`src/rtl/rtu_rob_pkg.sv`:
```
// Shared RTU/EXU sizing for the reorder buffer: entry count, iid, pointer and preg widths.
package rtu_rob_pkg;

  localparam int unsigned RTU_ROB_DEPTH = 16;
  localparam int unsigned IID_W         = 4;
  localparam int unsigned PTR_W         = IID_W + 1;
  localparam int unsigned PREG_W        = 6;
  localparam int unsigned PC_W          = 64;

  typedef logic [IID_W-1:0]  iid_t;
  typedef logic [PTR_W-1:0]  rob_ptr_t;
  typedef logic [PREG_W-1:0] preg_t;
  typedef logic [PC_W-1:0]   pc_t;

  function automatic rob_ptr_t ptr_inc(input rob_ptr_t p);
    return p + rob_ptr_t'(1);
  endfunction

endpackage

```
`src/rtl/rtu_rob.sv`:
```
// In-order retirement buffer: allocates iids at dispatch, marks completions from ALU/BJU,
// retires one entry per cycle and raises a global flush when a mispredicted branch retires.
module rtu_rob
  import rtu_rob_pkg::*;
#(
  parameter int unsigned ROB_DEPTH = RTU_ROB_DEPTH
) (
  input  logic              clk,
  input  logic              rst_clk,
  input  logic              idu_rtu_rob_alloc_vld,
  input  logic [63:0]       idu_rtu_rob_alloc_pc,
  input  logic              idu_rtu_rob_alloc_pdst_vld,
  input  logic [5:0]        idu_rtu_rob_alloc_pdst,
  input  logic [5:0]        idu_rtu_rob_alloc_old_pdst,
  output logic [3:0]        rtu_idu_rob_alloc_iid,
  output logic              rtu_idu_rob_full,
  input  logic              exu_rtu_rob_alu_complete,
  input  logic [3:0]        exu_rtu_rob_alu_iid,
  input  logic              exu_rtu_rob_bju_complete,
  input  logic [3:0]        exu_rtu_rob_bju_iid,
  input  logic              exu_rtu_rob_bju_flush,
  input  logic [63:0]       exu_rtu_rob_bju_target,
  output logic              rtu_idu_retire_vld,
  output logic              rtu_idu_retire_pdst_vld,
  output logic [5:0]        rtu_idu_retire_pdst,
  output logic [5:0]        rtu_idu_retire_old_pdst,
  output logic              rtu_global_flush,
  output logic [63:0]       rtu_ifu_flush_pc,
  output logic              rtu_rob_empty
);

  rob_ptr_t              r_head;
  rob_ptr_t              r_tail;

  logic [ROB_DEPTH-1:0]  r_vld;
  logic [ROB_DEPTH-1:0]  r_done;
  logic [ROB_DEPTH-1:0]  r_flush;
  logic [ROB_DEPTH-1:0]  r_pdst_vld;
  preg_t                 r_pdst     [ROB_DEPTH];
  preg_t                 r_old_pdst [ROB_DEPTH];
  pc_t                   r_target   [ROB_DEPTH];

  iid_t                  w_head_idx;
  iid_t                  w_tail_idx;
  logic                  w_full;
  logic                  w_empty;
  logic                  w_alloc;
  logic                  w_retire;
  logic                  w_flush;
  logic                  w_unused_pc;

  // The pc travels with dispatch for debug visibility only; nothing here consumes it.
  assign w_unused_pc = ^idu_rtu_rob_alloc_pc;

  assign w_head_idx = r_head[IID_W-1:0];
  assign w_tail_idx = r_tail[IID_W-1:0];
  assign w_full     = (w_head_idx == w_tail_idx) && (r_head[IID_W] != r_tail[IID_W]);
  assign w_empty    = (r_head == r_tail);
  assign w_retire   = r_vld[w_head_idx] & r_done[w_head_idx];
  assign w_flush    = w_retire & r_flush[w_head_idx];
  assign w_alloc    = idu_rtu_rob_alloc_vld & ~w_full & ~w_flush;

  always_comb begin
    rtu_idu_rob_alloc_iid   = w_tail_idx;
    rtu_idu_rob_full        = w_full;
    rtu_rob_empty           = w_empty;
    rtu_idu_retire_vld      = w_retire;
    rtu_idu_retire_pdst_vld = 1'b0;
    rtu_idu_retire_pdst     = '0;
    rtu_idu_retire_old_pdst = '0;
    rtu_global_flush        = w_flush;
    rtu_ifu_flush_pc        = '0;
    if (w_retire) begin
      rtu_idu_retire_pdst_vld = r_pdst_vld[w_head_idx];
      rtu_idu_retire_pdst     = r_pdst[w_head_idx];
      rtu_idu_retire_old_pdst = r_old_pdst[w_head_idx];
    end
    if (w_flush) begin
      rtu_ifu_flush_pc = r_target[w_head_idx];
    end
  end

  always_ff @(posedge clk or negedge rst_clk) begin
    if (!rst_clk) begin
      r_head <= '0;
      r_tail <= '0;
    end else if (w_flush) begin
      r_head <= '0;
      r_tail <= '0;
    end else begin
      if (w_alloc) begin
        r_tail <= ptr_inc(r_tail);
      end
      if (w_retire) begin
        r_head <= ptr_inc(r_head);
      end
    end
  end

  // Completion is qualified by the pre-edge valid bit, so a completion naming the slot
  // being allocated this cycle cannot mark the new instruction done.
  always_ff @(posedge clk or negedge rst_clk) begin
    if (!rst_clk) begin
      r_vld      <= '0;
      r_done     <= '0;
      r_flush    <= '0;
      r_pdst_vld <= '0;
      for (int unsigned i = 0; i < ROB_DEPTH; i++) begin
        r_pdst[i]     <= '0;
        r_old_pdst[i] <= '0;
        r_target[i]   <= '0;
      end
    end else if (w_flush) begin
      r_vld   <= '0;
      r_done  <= '0;
      r_flush <= '0;
    end else begin
      if (w_alloc) begin
        r_vld[w_tail_idx]      <= 1'b1;
        r_done[w_tail_idx]     <= 1'b0;
        r_flush[w_tail_idx]    <= 1'b0;
        r_pdst_vld[w_tail_idx] <= idu_rtu_rob_alloc_pdst_vld;
        r_pdst[w_tail_idx]     <= idu_rtu_rob_alloc_pdst;
        r_old_pdst[w_tail_idx] <= idu_rtu_rob_alloc_old_pdst;
      end
      for (int unsigned i = 0; i < ROB_DEPTH; i++) begin
        if (r_vld[i]) begin
          if (exu_rtu_rob_alu_complete && (exu_rtu_rob_alu_iid == i[IID_W-1:0])) begin
            r_done[i] <= 1'b1;
          end
          if (exu_rtu_rob_bju_complete && (exu_rtu_rob_bju_iid == i[IID_W-1:0])) begin
            r_done[i]   <= 1'b1;
            r_flush[i]  <= exu_rtu_rob_bju_flush;
            r_target[i] <= exu_rtu_rob_bju_target;
          end
        end
      end
      if (w_retire) begin
        r_vld[w_head_idx] <= 1'b0;
      end
    end
  end

endmodule
```
`config.mk`:
```
export PLATFORM = sky130hd
export DESIGN_NAME = rtu_rob
export DESIGN_NICKNAME = d
export VERILOG_FILES = /design/src/rtl/rtu_rob_pkg.sv /design/src/rtl/rtu_rob.sv
export SDC_FILE = /design/constraint.sdc
export NUM_CORES = 2
export LEC_CHECK = 0
export ABC_AREA = 1
export CAP_MARGIN = 20
export CORE_MARGIN = 3
export CORE_UTILIZATION = 60
export DETAILED_ROUTE_END_ITERATION = 10
export PLACE_DENSITY = 0.79
export SETUP_SLACK_MARGIN = 0.3
export SYNTH_ARGS = -nofsm -noshare
export SYNTH_HDL_FRONTEND = slang
export SYNTH_SLANG_ARGS = --single-unit
```
`constraint.sdc`:
```
create_clock -name clk -period 2.9 [get_ports clk]
set_input_delay 0.58 -clock clk [delete_from_list [all_inputs] [get_ports clk]]
set_output_delay 0.58 -clock clk [all_outputs]
set_load 0.02 [all_outputs]
```
After elaboration in Yosys (flattened, before gate mapping) --
Index checks and enable logic that the tools add are counted.
Storage, ports and cells: register bits 1290, logic and storage cells 289, output and inout port bits 85
Operators by class: bitwise gates (word level) 14, $lt $le $gt $ge 7, add/sub/neg operators 2, reduce and logical (&&, ||, !) cells 57, muxes and demuxes 122, eq/ne operators 33
Operators with widths (number):
- $bmux W64 S4 | 1
- $bwmux W96 | 2
- $mux W64 | 3
- $mux W16 | 8
- $mux W1 | 87
- $eq A4 B4 Y1 const B | 16
- $and A16 B16 Y16 | 3
- $bmux W6 S4 | 2
- $reduce_and A3 Y1 | 16
- $mux W6 | 7
- $logic_and A1 B1 Y1 | 36
- $eq A4 B3 Y1 const B | 8
- $not A16 Y16 | 2
- $demux W6 S4 | 1
- $mux W5 | 4
- $bmux W1 S4 | 4
- $bwmux W16 | 1
- $eq A4 B2 Y1 const B | 4
- $or A16 B16 Y16 | 1
- $add A5 B1 Y5 const B | 2
- $ge A5 B5 Y1 const B | 2
- $lt A4 B5 Y1 const B | 2
- $not A4 Y5 | 2
- $demux W1 S4 | 2
- other kinds (11) | 19

Depth between registers and ports, before layout --
depth after elaboration 11, mapped depth 17

Least setup slack after synthesis --
Ideal clock, no wire load.
kind reg-to-output, start register r_head[0], end output rtu_ifu_flush_pc[63], path slack 110 ps, cell stages (with the launch flop) 11, data arrival time 2210 ps, path through dfrtp_1 buf_6 inv_4 buf_4 buf_2 buf_2 clkbuf_1 nand2_1 a22oi_1 o22ai_1 nor3_1
Between the ends: longest elaborated chain between the ends 5, elaborated cells between the ends (all ways) 13
Ends and longest elaborated chain:
- start: declaration | RTL line rtu_rob.sv:32 | rob_ptr_t r_head;
- start signal: assignment | RTL line rtu_rob.sv:95 | r_head <= ptr_inc(r_head);
- $bmux W1 S4 or $not A4 Y5 (tied branches) | RTL line rtu_rob.sv:59, rtu_rob.sv:79
- $mux W1 (implied by the code) or $bmux W64 S4 (tied branches) | RTL line rtu_rob.sv:59, rtu_rob.sv:79
- $and A1 B1 Y1 or $mux W64 (tied branches) | RTL line rtu_rob.sv:59, rtu_rob.sv:79
- $and A1 B1 Y1 or $mux W64 (tied branches) | RTL line rtu_rob.sv:60, rtu_rob.sv:79
- $mux W64 * | RTL line rtu_rob.sv:78 | if (w_flush) begin
- end: declaration | RTL line rtu_rob.sv:28 | output logic [63:0] rtu_ifu_flush_pc,
Every way passes the cells marked *; elsewhere a longest branch is shown, timed or not. The select of a mux whose other input is x is not followed.

Worst setup path after layout --
start register r_head[0], end output rtu_ifu_flush_pc[20]
Same word-level chain as after synthesis.

==> metrics.txt <==
status=complete, but fails checks; violated checks=negative setup slack; WL final=175 mm; leakage=32.2 nW; Distinct cells, synth=36; Worst EP required=2.32 ns; final setup fails=81; top sig layer=met5; Routability Congestion=around 0.9; initial antenna violation count=2; clock sinks=1,290; global-route wire length before repair=277 mm; Peak VDD IR=about 0.00073 V; share of the yosys chip area belonging to registers=0.550; Synth top area share=0.550; Post-synth EDFFs=0; M1 WL=68.9 mm; Reg2Reg Setup Slack=about 0.090 ns; PwrDens=1110 mW/mm2; vias in the first global route=50,436; CTS tree=yes; antenna cells=0; final layout net count=approximately 7,200; Setup crit start kind=flop; most common cell in the netlist=nand2_1; DRT antenna net count=0; Mapped Nets=~7,000; Initial DRC Count=6,784; met2 routed wirelength=83.2 mm; worst skew pair latency=~0.76 ns; Max-slew headroom=0.413; clk_skew=between 0.02 and 0.025 ns; crit path max-delay cell type=dfrtp_4; worst setup margin=-0.700 ns; Root Buffer=clkbuf_16; largest net degree at the start of global routing=114; Worst-path clk slew=0.06 ns; Post-synth top cells=nand2_1 (2,234), dfrtp_1 (1,290), o21ai_0 (1,085); die area=roughly 0.10 mm2; Starting Density=0.607; cells after synthesis=6,974; Slew Viols, Final=0; WL per Instance=between 20 and 25 um; CP max stage delay=0.52 ns; HP Class=in2async; Final Hold Fails=0; Tot GR Track Use=0.341; FP Rows=about 110; Post-synth ARST share=1.00; Synth Warn #=0; Crit. End Element=primary output; Slew @ Worst Pin=~0.9 ns; crit path max fanout=23; mapped cell area=0.0587 mm2; Residual DRC=0; final core occ=0.715; Die X=319 um; core area=0.0969 mm2; grt ovf=0; # fillers=7,022; Num CTS Buffers=134; clock tree buffer depth=3; Vias=between 50,000 and 60,000; setup TNS=-43.07 ns; Synth area leaders=dfrtp_1 (55%), nand2_1 (14%), o21ai_0 (9.2%); most area-hungry cell type in the Yosys netlist=dfrtp_1; top_reg_cell synth=dfrtp_1; Tcrit/Tclk final=1.24; dpl hpwl=104 mm; #FFs+latches synth=about 1,300; area grow syn2layout=17.9%; crit path cell chain=buf_4 > buf_12 > buf_4 > buf_12 > nand2_1 > a32oi_1 > o22ai_1 > nor3_4 > clkdlybuf4s15_2; FMAX=278 MHz; Port Buf Inserts=around 180; IO Count=240; metal3 WL=15.8 mm; RSZ-0062 raised after global routing=yes; worst-case reg-to-reg path depth=16; MaxCap Viol Count=0; kind of critical path=reg2out; min Tclk post-route=3.60 ns; number of H-tree levels=4; crit path DAT=3.02 ns; die height=319 um; Avg Inst Size Synth=8.42 um2; post-DR vias/cell=roughly 6.2; DRT Pass-1 Iters=6; share of cells above drive strength 1=0.111
==> sequential cells by signal, indices dropped and copies added (netlist names) <==
signal and cells:
r_pdst 96, r_head 5, r_tail 5, r_target 1024, r_pdst_vld 16, r_done 16, r_flush 16, r_old_pdst 96
r_vld 16
==> final timing paths <==
check                                             to                   from
min in group clk               r_pdst[4]$_DFFE_PN0P_  r_pdst[4]$_DFFE_PN0P_
max                             rtu_ifu_flush_pc[20]  r_head[0]$_DFFE_PN0P_
min reg2reg                    r_pdst[4]$_DFFE_PN0P_  r_pdst[4]$_DFFE_PN0P_
max reg2reg                r_target[282]$_DFFE_PN0P_  r_head[1]$_DFFE_PN0P_
max in group asynchronous  r_target[978]$_DFFE_PN0P_                rst_clk
min                           r_pdst[11]$_DFFE_PN0P_                rst_clk
==> power breakdown <==
| group | switching [mW] | total, mW | internal [mW] |
|---|---|---|---|
| combinational | 18.7 | 30.5 | 11.8 |
| sequential | 3.92 | 29.1 | 25.2 |
| clock | 7.25 | 17.5 | 10.3 |
==> routing by layer <==
layer / vias up / GRT usage
met1: 25256 / 0.463
met3: 481 / 0.0567
li1: 23358 / -
met4: 4 / 0.155
met2: 2891 / 0.543
met5: - / 0
==> cell families after synthesis <==
| family | Yosys count | synth area share |
|---|---|---|
| buffers and inverters | 910 | 0.0724 |
| DFF | 1290 | 0.550 |
| xor gates and xnor gates | 5 | 0.000745 |
| adders and majority gates | 8 | 0.00170 |
| AOI/OAI and AO/OA | 2186 | 0.203 |
| and+or+nand+nor | 2575 | 0.172 |
==> stage by stage <==
step	total power [mW]	instances	setup slack, ns	area, um2	hold slack, ns
final	77.2	8388	-0.700	69200	0.414
after global routing	81.8	8388	-0.779	69200	0.457
after CTS	76.3	8379	-0.703	68900	0.402
after detailed placement	58.2	8136	-0.304	64300	0.458
after global placement	57.1	8136	-0.335	64300	0.454
after floorplan	47.5	6974	0.148	59500	0.284
==> cells in the final DEF, fill, tap and decap left out, types with 5 or more instances in the layout <==
| master | netlist | final |
|---|---|---|
| clkbuf_16 | 0 | 142 |
| nand2_8 | 0 | 11 |
| a31oi_1 | 15 | 15 |
| dfrtp_1 | 1290 | 1288 |
| inv_6 | 0 | 6 |
| buf_16 | 0 | 10 |
| buf_4 | 131 | 197 |
| nand2_1 | 2234 | 2225 |
| nor3_1 | 71 | 17 |
| nand2_2 | 10 | 5 |
| o22ai_1 | 130 | 123 |
| clkdlybuf4s15_2 | 0 | 32 |
| a21oi_1 | 519 | 519 |
| o21ai_0 | 1085 | 1075 |
| buf_6 | 17 | 33 |
| clkbuf_8 | 0 | 27 |
| inv_1 | 272 | 267 |
| clkinv_2 | 0 | 28 |
| inv_2 | 13 | 13 |
| nand3_2 | 7 | 7 |
| nand3_4 | 3 | 5 |
| nand3_1 | 115 | 113 |
| a32oi_1 | 128 | 128 |
| buf_12 | 0 | 147 |
| nor3_4 | 0 | 64 |
| o22ai_2 | 0 | 7 |
| bufinv_16 | 0 | 9 |
| clkdlybuf4s50_1 | 0 | 93 |
| a211oi_2 | 0 | 10 |
| nor2_1 | 111 | 110 |
| o21ai_1 | 170 | 180 |
| clkbuf_1 | 266 | 24 |
| a22oi_1 | 128 | 125 |
| ha_1 | 8 | 8 |
==> area by class of cell <==
type                    count  area [um2]  area share
well taps                1276        1600      0.0231
clock inverters            50         547     0.00790
clock buffers             190        3940      0.0569
inverters                 286        1110      0.0160
repair buffers            522        6540      0.0945
flip-flops and latches   1290       32300       0.466
multi-input cells        4774       23200       0.335
==> worst max-delay path, delay by kind of cell (launching register included) <==
kind	cells	cell delay [ns]
AOI/OAI and AO/OA	2	0.38
DFF	1	0.52
buffers and inverters	5	1.07
and+or+nand+nor	2	0.31
==> what timing repair did <==
action / 4_1_cts / 5_1_grt
hold buffers: 1 / 0
gates resized for setup: 349 / 71
endpoints found under the setup margin: 594 / 798
setup buffers: 0 / 6
cloned: 2 / 3
hold endpoints to repair: 49 / 0
pin swaps: 6 / 10
Note: power is estimated with default switching activity, not from simulation.
